==> src/rtl/fetch_unit_pkg.sv <==
// ---------------------------------------------------------------------------
// fetch_unit_pkg
//   Shared constants and types for the instruction fetch stage.
//   - NOP_INSTR      : canonical no-op (addi x0,x0,0) shown on o_instr when
//                      the fetch buffer holds nothing
//   - fetch_state_e  : fetch FSM states (BOOT / RUN / FLUSH)
//   - align_word()   : clears the byte-offset bits of an address
// ---------------------------------------------------------------------------
package fetch_unit_pkg;

  localparam logic [31:0] NOP_INSTR = 32'h0000_0013;

  typedef enum logic [1:0] {
    ST_BOOT  = 2'd0,
    ST_RUN   = 2'd1,
    ST_FLUSH = 2'd2
  } fetch_state_e;

  function automatic logic [31:0] align_word(input logic [31:0] addr);
    return {addr[31:2], 2'b00};
  endfunction

endpackage

==> src/rtl/fetch_unit_fifo.sv <==
// ---------------------------------------------------------------------------
// fetch_unit_fifo
//   Small synchronous FIFO used twice by fetch_unit: once as the {pc,instr}
//   fetch buffer and once as the in-order PC tag queue for outstanding
//   requests. Head data is visible combinationally from the entry registers
//   so a word pushed at edge N is presented in cycle N+1.
//   DEPTH must be a power of two (pointers wrap naturally).
// Ports
//   i_clk / i_rst_n : clock, synchronous active-low reset
//   i_push, i_data  : write request and data
//   i_pop           : read request (ignored when empty)
//   i_flush         : empties the FIFO; wins over push and pop
//   o_data          : head entry
//   o_full, o_empty, o_count : occupancy
// ---------------------------------------------------------------------------
module fetch_unit_fifo #(
  parameter int WIDTH = 64,
  parameter int DEPTH = 2
) (
  input  logic                       i_clk,
  input  logic                       i_rst_n,
  input  logic                       i_push,
  input  logic [WIDTH-1:0]           i_data,
  input  logic                       i_pop,
  input  logic                       i_flush,
  output logic [WIDTH-1:0]           o_data,
  output logic                       o_full,
  output logic                       o_empty,
  output logic [$clog2(DEPTH+1)-1:0] o_count
);

  localparam int AW = $clog2(DEPTH);
  localparam int CW = $clog2(DEPTH+1);

  logic [AW-1:0]    wr_ptr_q, wr_ptr_d;
  logic [AW-1:0]    rd_ptr_q, rd_ptr_d;
  logic [CW-1:0]    count_q, count_d;
  logic             do_push;
  logic             do_pop;
  logic [WIDTH-1:0] entry_data [DEPTH];

  assign o_empty = (count_q == '0);
  assign o_full  = (count_q == CW'(DEPTH));
  assign o_count = count_q;

  assign do_pop  = i_pop && !o_empty && !i_flush;
  // A full FIFO can still accept a word when the head leaves in the same cycle.
  assign do_push = i_push && !i_flush && (!o_full || do_pop);

  always_comb begin
    wr_ptr_d = wr_ptr_q;
    rd_ptr_d = rd_ptr_q;
    count_d  = count_q;
    if (i_flush) begin
      wr_ptr_d = '0;
      rd_ptr_d = '0;
      count_d  = '0;
    end else begin
      if (do_push) wr_ptr_d = wr_ptr_q + AW'(1);
      if (do_pop)  rd_ptr_d = rd_ptr_q + AW'(1);
      if (do_push && !do_pop) begin
        count_d = count_q + CW'(1);
      end else if (!do_push && do_pop) begin
        count_d = count_q - CW'(1);
      end
    end
  end

  always_ff @(posedge i_clk) begin
    if (!i_rst_n) begin
      wr_ptr_q <= '0;
      rd_ptr_q <= '0;
      count_q  <= '0;
    end else begin
      wr_ptr_q <= wr_ptr_d;
      rd_ptr_q <= rd_ptr_d;
      count_q  <= count_d;
    end
  end

  // Entry storage carries no reset: occupancy alone decides what is valid.
  for (genvar gi = 0; gi < DEPTH; gi++) begin : g_entry
    logic [WIDTH-1:0] data_q;
    always_ff @(posedge i_clk) begin
      if (do_push && (wr_ptr_q == AW'(gi))) begin
        data_q <= i_data;
      end
    end
    assign entry_data[gi] = data_q;
  end

  assign o_data = entry_data[rd_ptr_q];

endmodule

==> src/rtl/fetch_unit.sv <==
// ---------------------------------------------------------------------------
// fetch_unit
//   Instruction fetch stage. Owns the fetch PC, issues word-aligned requests
//   on the instruction-memory port, tags each request with its PC in an
//   in-order tag queue, and buffers returned words as {pc,instr} for decode.
//   A branch redirect flushes the buffer and marks every request still in
//   flight for discard so no wrong-path word ever reaches decode.
// Parameters
//   RESET_PC    fetch address after reset
//   FIFO_DEPTH  fetch-buffer entries and max requests in flight (pow2, >=2)
// Ports
//   i_clk, i_rst_n                 clock, synchronous active-low reset
//   o_imem_req, o_imem_addr        request valid / word address
//   i_imem_gnt                     request accepted (req & gnt)
//   i_imem_rvalid, i_imem_rdata    in-order response
//   i_b_taken, i_b_pc              redirect pulse and target
//   o_valid, o_pc, o_instr         head of fetch buffer to decode
//   i_ready                        decode accepts (o_valid & i_ready = pop)
// ---------------------------------------------------------------------------
module fetch_unit
  import fetch_unit_pkg::*;
#(
  parameter logic [31:0] RESET_PC   = 32'h0000_0000,
  parameter int          FIFO_DEPTH = 2
) (
  input  logic        i_clk,
  input  logic        i_rst_n,
  output logic        o_imem_req,
  output logic [31:0] o_imem_addr,
  input  logic        i_imem_gnt,
  input  logic        i_imem_rvalid,
  input  logic [31:0] i_imem_rdata,
  input  logic        i_b_taken,
  input  logic [31:0] i_b_pc,
  output logic        o_valid,
  output logic [31:0] o_pc,
  output logic [31:0] o_instr,
  input  logic        i_ready
);

  localparam int CW = $clog2(FIFO_DEPTH+1);

  fetch_state_e  state_q, state_d;
  logic [31:0]   fetch_pc_q, fetch_pc_d;
  logic [CW-1:0] outstanding_q, outstanding_d;
  logic [CW-1:0] discard_q, discard_d;

  logic          gnt_fire;
  logic          rsp;
  logic          buf_push;
  logic          buf_pop;
  logic          buf_empty;
  logic          buf_full;
  logic [CW-1:0] buf_count;
  logic [63:0]   buf_head;
  logic [31:0]   tag_head;
  logic          tag_empty;
  logic          tag_full;
  logic [CW-1:0] tag_count;
  logic [CW:0]   credit_used;

  // -------------------------------------------------------------------------
  // Issue
  // -------------------------------------------------------------------------
  assign buf_pop = !buf_empty && i_ready;

  // Every slot is either buffered or in flight; a pop this cycle frees one.
  // Once this is true it stays true until the grant (responses only move a
  // slot from in-flight to buffered), so req/addr stay stable while stalled.
  assign credit_used = {1'b0, outstanding_q} + {1'b0, buf_count}
                     - (CW+1)'(buf_pop);
  assign o_imem_req  = (state_q != ST_BOOT) && (credit_used < (CW+1)'(FIFO_DEPTH));
  assign o_imem_addr = fetch_pc_q;

  assign gnt_fire = o_imem_req && i_imem_gnt;
  assign rsp      = i_imem_rvalid;

  // Responses owed to a redirected-away path are dropped; nothing is pushed
  // in a redirect cycle because the buffer is being flushed.
  assign buf_push = rsp && (discard_q == '0) && !i_b_taken;

  // -------------------------------------------------------------------------
  // Next state
  // -------------------------------------------------------------------------
  always_comb begin
    state_d       = state_q;
    fetch_pc_d    = fetch_pc_q;
    outstanding_d = outstanding_q;
    discard_d     = discard_q;

    if (gnt_fire && !rsp) begin
      outstanding_d = outstanding_q + CW'(1);
    end else if (!gnt_fire && rsp) begin
      outstanding_d = outstanding_q - CW'(1);
    end

    if (i_b_taken) begin
      fetch_pc_d = align_word(i_b_pc);
      // Everything still in flight after this edge belongs to the old path,
      // including a request granted in this very cycle.
      discard_d  = outstanding_d;
    end else begin
      if (gnt_fire) fetch_pc_d = fetch_pc_q + 32'd4;
      if (rsp && (discard_q != '0)) discard_d = discard_q - CW'(1);
    end

    unique case (state_q)
      ST_BOOT: state_d = ST_RUN;
      ST_RUN, ST_FLUSH: begin
        if (i_b_taken) begin
          state_d = (discard_d != '0) ? ST_FLUSH : ST_RUN;
        end else if ((state_q == ST_FLUSH) && (discard_d == '0)) begin
          state_d = ST_RUN;
        end
      end
      default: state_d = ST_BOOT;
    endcase
  end

  always_ff @(posedge i_clk) begin
    if (!i_rst_n) begin
      state_q       <= ST_BOOT;
      fetch_pc_q    <= RESET_PC;
      outstanding_q <= '0;
      discard_q     <= '0;
    end else begin
      state_q       <= state_d;
      fetch_pc_q    <= fetch_pc_d;
      outstanding_q <= outstanding_d;
      discard_q     <= discard_d;
    end
  end

  // -------------------------------------------------------------------------
  // Tag queue: PC of each granted request, consumed by its response
  // -------------------------------------------------------------------------
  fetch_unit_fifo #(
    .WIDTH (32),
    .DEPTH (FIFO_DEPTH)
  ) u_tag_q (
    .i_clk   (i_clk),
    .i_rst_n (i_rst_n),
    .i_push  (gnt_fire),
    .i_data  (fetch_pc_q),
    .i_pop   (rsp),
    .i_flush (1'b0),
    .o_data  (tag_head),
    .o_full  (tag_full),
    .o_empty (tag_empty),
    .o_count (tag_count)
  );

  // -------------------------------------------------------------------------
  // Fetch buffer: {pc, instr} towards decode
  // -------------------------------------------------------------------------
  fetch_unit_fifo #(
    .WIDTH (64),
    .DEPTH (FIFO_DEPTH)
  ) u_buf (
    .i_clk   (i_clk),
    .i_rst_n (i_rst_n),
    .i_push  (buf_push),
    .i_data  ({tag_head, i_imem_rdata}),
    .i_pop   (buf_pop),
    .i_flush (i_b_taken),
    .o_data  (buf_head),
    .o_full  (buf_full),
    .o_empty (buf_empty),
    .o_count (buf_count)
  );

  assign o_valid = !buf_empty;
  assign o_pc    = buf_empty ? RESET_PC  : buf_head[63:32];
  assign o_instr = buf_empty ? NOP_INSTR : buf_head[31:0];

  // -------------------------------------------------------------------------
  // Protocol and consistency checks
  // -------------------------------------------------------------------------
  a_rvalid_needs_outstanding: assert property (@(posedge i_clk) disable iff (!i_rst_n)
    rsp |-> (outstanding_q != '0) && !tag_empty);

  a_tags_track_outstanding: assert property (@(posedge i_clk) disable iff (!i_rst_n)
    tag_count == outstanding_q);

  a_no_grant_when_tags_full: assert property (@(posedge i_clk) disable iff (!i_rst_n)
    gnt_fire |-> !tag_full || rsp);

  a_no_buffer_overflow: assert property (@(posedge i_clk) disable iff (!i_rst_n)
    buf_push |-> !buf_full || buf_pop);

endmodule

==> config.mk <==
export PLATFORM = sky130hd
export DESIGN_NAME = fetch_unit
export DESIGN_NICKNAME = d
export VERILOG_FILES = /design/src/rtl/fetch_unit_pkg.sv /design/src/rtl/fetch_unit_fifo.sv /design/src/rtl/fetch_unit.sv
export SDC_FILE = /design/constraint.sdc
export NUM_CORES = 1
export LEC_CHECK = 0
export CAP_MARGIN = 20
export CORE_MARGIN = 2
export CORE_UTILIZATION = 54
export CTS_BUF_LIST = sky130_fd_sc_hd__clkbuf_4
export DETAILED_ROUTE_END_ITERATION = 6
export GPL_TIMING_DRIVEN = 0
export PLACE_DENSITY = 0.82
export SYNTH_ARGS = -nofsm -noshare
export SYNTH_HDL_FRONTEND = slang
export SYNTH_SLANG_ARGS = --single-unit
==> constraint.sdc <==
create_clock -name i_clk -period 10.9 [get_ports i_clk]
set_input_delay 2.725 -clock i_clk [delete_from_list [all_inputs] [get_ports i_clk]]
set_output_delay 2.725 -clock i_clk [all_outputs]
set_load 0.01 [all_outputs]
After elaboration in Yosys (flattened, before gate mapping)

Cells that the tools add are included.

Bitwise logic cells: 5
Equal/unequal tests: 5
$add $sub $neg: 14
Reduce and logical (&&, ||, !) cells: 49
Magnitude comparators: 3
Mux-type cells: 22

Operators with widths:

| operator              | number |
|---|---|
| $mux 32               | 7 |
| $mux 64               | 3 |
| $add 32x3->32 const B | 1 |
| $logic_and 1x1->1     | 23 |
| $mux 2                | 11 |
| $reduce_bool 2->1     | 6 |
| $logic_not 1->1       | 11 |
| $logic_not 2->1       | 5 |
| $sub 2x1->2 const B   | 4 |
| $add 2x1->2 const B   | 3 |
| $eq 2x2->1 const B    | 3 |
| $add 1x1->1 const B   | 4 |
| $ge 2x2->1 const B    | 2 |
| $not 1->2             | 2 |
| $pmux 2 s2            | 1 |
| $reduce_or 2->1       | 2 |
| $add 2x2->3           | 1 |
| $lt 3x2->1 const B    | 1 |
| $ne 3x3->1 const B    | 1 |
| $not 1->1             | 3 |
| $sub 3x1->3           | 1 |
| $eq 2x1->1 const B    | 1 |
| $logic_or 1x1->1      | 2 |

Register bits after elaboration: 238
Logic and storage cells: 113
Output and inout port bits: 98
Bits of input ports: 70

Logic depth before layout (Yosys ltp)

Depth in word-level cells: 17
Gate-level depth with buffers: 14
Mapped depth without buffers: 12

Hierarchy

Synthesis repeated with hierarchy kept, for this count alone.

Cell total of the unflattened synthesis: 690
Area, all modules: 9998.3 µm²

By module, submodules not included:

| module                    | instances | cells an instance | sequential area each (µm²) | area an instance (µm²) |
|---|---|---|---|---|
| fetch_unit_fifo (u_buf)   | 1         | 225               | 3923.8                     | 4842.1 |
| fetch_unit                | 1         | 339               | 720.7                      | 2623.8 |
| fetch_unit_fifo (u_tag_q) | 1         | 126               | 2001.9                     | 2532.4 |

Least setup slack after synthesis

OpenSTA, ideal clock, no wires.

Path kind: input-to-reg
Start point: in i_b_taken
End point: reg u_buf.g_entry[0].data_q[0] (enable)
Path slack: 1200 ps
Required time: 10265 ps
Arrival: 9064 ps
Cell stages on the path: 3
Library setup time: 635 ps
Buffers on the path: 2
Cells stage by stage: buf_2 > clkbuf_1 > nor4_1

Word-level cells in the longest chain between the ends: 5

Ends and longest elaborated chain:

| what                                                         | RTL line                                                       | text |
|---|---|---|
| start, declared                                              | fetch_unit.sv:33                                               | `input logic i_b_taken,` |
| $logic_not 1->1 *                                            | fetch_unit_fifo.sv:46, fetch_unit_fifo.sv:48, fetch_unit.sv:80 |  |
| $logic_and 1x1->1 (on tied branches)                         | fetch_unit.sv:80, fetch_unit_fifo.sv:46                        |  |
| $logic_and 1x1->1 / $logic_or 1x1->1 (equally long branches) | fetch_unit_fifo.sv:48                                          | `assign do_push = i_push && !i_flush && (!o_full \|\| do_pop);` |
| $logic_and 1x1->1 *                                          | fetch_unit_fifo.sv:48                                          |  |
| $logic_and 1x1->1 *                                          | fetch_unit_fifo.sv:85                                          | `if (do_push && (wr_ptr_q == AW'(gi))) begin` |
| end signal, assigned                                         | fetch_unit_fifo.sv:86                                          | `data_q <= i_data;` |
| end, declared                                                | fetch_unit_fifo.sv:83                                          | `logic [WIDTH-1:0] data_q;` |

Every way passes the cells marked *; elsewhere a longest branch is shown, timed or not.
A chain may end at the register's enable or synchronous reset.

Final worst setup path

Start point: in i_ready
End point: out o_imem_req

Word-level cells in the longest chain between the ends: 4

Ends and longest elaborated chain:

| what              | RTL line         | text |
|---|---|---|
| start, declared   | fetch_unit.sv:38 | `input logic i_ready` |
| $logic_and 1x1->1 | fetch_unit.sv:65 | `assign buf_pop = !buf_empty && i_ready;` |
| $sub 3x1->3       | fetch_unit.sv:71 | `- (CW+1)'(buf_pop);` |
| $lt 3x2->1        | fetch_unit.sv:72 | `assign o_imem_req = (state_q != ST_BOOT) && (credit_used < (CW+1)'(FIFO_DEPTH));` |
| $logic_and 1x1->1 | fetch_unit.sv:72 |  |
| end, declared     | fetch_unit.sv:28 | `output logic o_imem_req,` |

Every way passes these cells.

==> impl_results.md <==
- Result of the run: completed
- Cell area after synthesis: about 9300 sq um
- Clock transition at the registers of the reported paths: ~0.060 ns
- Core Region: about 17000 sq um
- Area overhead of the layout relative to synthesis: 28.7%
- Worst min-delay path category: reg -> reg
- Post-route setup slack: between 2 and 3 ns
- Count of nets after finishing: a little under 1000
- Total overflow reported by the global router: 0
- Drt via density: around 5.4
- Grt met2 use: 0.380
- Setup violators final: 0
- Total via count after detailed routing: 6193
- Die Y: 135 um
- Tot GR Track Use: 0.222
- Level count of the clock H-tree: 2
- Post-synthesis instance total: between 600 and 700
- Final wirelength: 20.4 mm
- Hold Worst Slack: around 0.52 ns
- Met3 Usage GRT: 0.0531
- Transition at the pin with the smallest max-transition slack: 0.899 ns
- Number of buffers inserted during clock tree synthesis: 52
- DR DRC count: 0
- Reg-to-reg critical path startpoint: u_buf.o_count[0]$_SDFFE_PP0P_
- Crit-path cells: clkdlybuf4s50_1 > nor2b_1 > ha_1 > nand2b_1 > fa_1 > xnor2_2 > nor3b_1 > clkdlybuf4s50_1
- Kind of critical path: in -> out
- Endpoint of the lowest-slack register-to-register path: u_tag_q.g_entry[0].data_q[12]$_DFFE_PP_
- Buffers inserted during post-CTS setup optimization: 0
- Core utilization of the finished layout: 0.703
- Commonest cells after routing, fill and taps aside: edfxtp_1 (184), clkdlybuf4s50_1 (160), clkbuf_4 (79), nor2_1 (78), mux2i_1 (63)
- Hold-fix buffers at CTS: 0
- Cell mode on critical path: clkdlybuf4s50_1
- Share of final-layout standard cells stronger than drive strength 1: 0.155
- RSZ-0062 raised after global routing: no
- Effective utilization at floorplan: 0.547
- Synthesized flop and latch total: 228
- Initial antenna violation count: 0
- Area of all placed cells without fillers: 12000 sq um
- Final number of max-transition violations: 0
- Antenna diode count: 0
- Placed standard-cell area: 11300 sq um
- End point of the critical path: o_imem_req
- Count of clock tree sinks: between 200 and 250
- Maximum Capacitance Violations: 0
- Longest individual stage delay on the worst path: 0.59 ns
- Clock Skews: 0.0567 ns
- Total number of yosys warnings: 0
- CP endpoint kind: output pin
- Data arrival time of the critical path: 5.49 ns
- Via count of the first global-routing pass: 6357
- Leakage component of the power: about 4.0 nW
- WP data required: just over 8 ns
- Max Buffers Root-to-Sink: 3
- VDD IR-drop max: 87.4 uV
- Maximum number of pins on one net before global-route repair: 63
- Clock Root Buffer: clkbuf_4
- Startpoint of the most critical setup path: i_ready
- Slew HR: 0.400
- CP Max Fanout: 7
- Proportion of synthesized chip area in sequential cells: 0.687
- Min Clock Period, post-route: 8.22 ns
- Final Hold Viols: 0
- Number of port buffers: 160
- FMAX: 122 MHz
- Worst reg2reg path depth: 12
- Count of boundary I/O pins: roughly 170
- CTS tree: built
- Worst slack at placement: 2.75 ns
- Cells resized by post-CTS repair: 0
- Iteration-0 DRC Markers: 348
- Final ANT Viol Nets: 0
- Setup slack of the worst register-to-register path: 6.50 ns
- Wire length of the first global-routing pass: 31.6 mm
- Portion of the clock cycle consumed by the worst path in the final layout: 0.754
- Num rows: 48
- Total Die Area: around 18000 sq um
- Crit path launch type: primary input
- Power density cells: 183 nW/um^2
- Half-perimeter wire length of the detailed placement result: 14.1 mm
- Proportion of synthesized flip-flops having asynchronous set or reset: 0
- Horizontal die dimension: 135 um
- Met1 demand-to-capacity share in global routing: 0.273
- Most frequent standard cell in the layout excluding fill and tap cells: edfxtp_1
- Yosys cell types: 51
- Average wire length per cell after detail routing: 17.7 um
- Per-instance average area after synthesis: 14.1 sq um
- Layer with the highest usage after global routing: met2
- Critical Path Slowest Stage Cell: clkdlybuf4s50_1
- Worst skew pair latency: 0.64 ns
- Weighted congestion reported at the end of routability-driven placement: approximately 0.9
- Drt first pass iters: 5
- Commonest register cell after synthesis: edfxtp_1
- Post-synth EDFFs: 184
power breakdown:
| part | total [mW] | internal [mW] | switching [mW] |
|---|---|---|---|
| Clock | 0.638 | 0.330 | 0.307 |
| Sequential | 1.10 | 1.06 | 0.0460 |
| Combinational | 0.450 | 0.212 | 0.239 |
layer usage:
metal	routed length, um	share of wire
met5	0	0
met4	495	0.024
met3	1450	0.071
met2	10000	0.49
met1	8430	0.41
layout make-up:
class | count | area [sq um]
Tap cell | 225 | 282
Fill cell | 1174 | 5060
Multi-Input combinational cell | 385 | 2720
Inverter | 14 | 52.6
Sequential cell | 228 | 6410
Clock inverter | 14 | 55.1
Buffer | 37 | 168
Timing Repair Buffer | 171 | 1720
Clock buffer | 79 | 593
flip-flops by register name, indices dropped and copies added, names as in the netlist:
signal and cells:
u_buf.rd_ptr_q 1, u_tag_q.g_entry.data_q 60, u_tag_q.wr_ptr_q 1, outstanding_q 2, discard_q 2, state_q 2
u_tag_q.rd_ptr_q 1, u_buf.g_entry.data_q 124, u_tag_q.o_count 2, u_buf.o_count 2, o_imem_addr 30, u_buf.wr_ptr_q 1
how the worst min path moves through the flow:
stage	start	endpoint	slack (ns)	cells after the start
final	u_buf.o_count[1]$_SDFFE_PP0P_	u_buf.o_count[1]$_SDFFE_PP0P_	0.52	2
after global routing	o_imem_addr[10]$_SDFFE_PN0P_	u_tag_q.g_entry[0].data_q[10]$_DFFE_PP_	0.55	0
after CTS	state_q[0]$_SDFFE_PN0P_	state_q[0]$_SDFFE_PN0P_	0.52	2
after detailed placement	state_q[0]$_SDFFE_PN0P_	state_q[0]$_SDFFE_PN0P_	0.51	2
after global placement	u_tag_q.o_count[1]$_SDFFE_PN0P_	u_tag_q.o_count[1]$_SDFFE_PN0P_	0.47	2
after floorplan	state_q[0]$_SDFFE_PN0P_	state_q[0]$_SDFFE_PN0P_	0.46	2
cell families (layout without fill, tap and decap cells):
family | count (synthesis) | count (layout) | share of synthesized area
flip-flops | 228 | 228 | 0.687
AO/OA/AOI/OAI | 79 | 79 | 0.0487
buffers and inverters | 51 | 315 | 0.0236
multiplexers | 93 | 93 | 0.104
other | 1 | 4 | 0.000402
AND/OR/NAND/NOR | 160 | 160 | 0.0846
XOR/XNOR | 39 | 39 | 0.0374
adder cells (fa/ha/maj) | 10 | 10 | 0.0142
cell usage after synthesis (10+ instances only):
cell type  number  share of area
nor2_1         78          0.031
inv_1          14         0.0056
xor2_1         26          0.024
nand2_1        17         0.0068
mux2i_1        63          0.068
mux2_2         30          0.036
nand4_1        14         0.0094
dfxtp_1        44          0.094
buf_1          10         0.0040
o21ai_0        31          0.017
nand3_1        14         0.0075
a21oi_1        28          0.015
clkbuf_1       17         0.0068
xnor2_1        12          0.011
edfxtp_1      184           0.59
metrics by stage:
stage / setup TNS [ns] / cells / power (mW)
floorplan: 0 / 664 / 1.38
global placement: -149.57 / 1049 / 1.54
detailed placement: 0 / 1060 / 1.56
CTS: 0 / 1153 / 2.21
global route: 0 / 1153 / 2.29
finish: 0 / 1153 / 2.19
critical path, delay by kind of cell:
kind,cells,cell delay [ns]
simple gates,3,0.71
xor+xnor,1,0.24
buf+inv,2,1.13
fa+ha+maj,2,0.68
(Power assumes the default switching activity.)
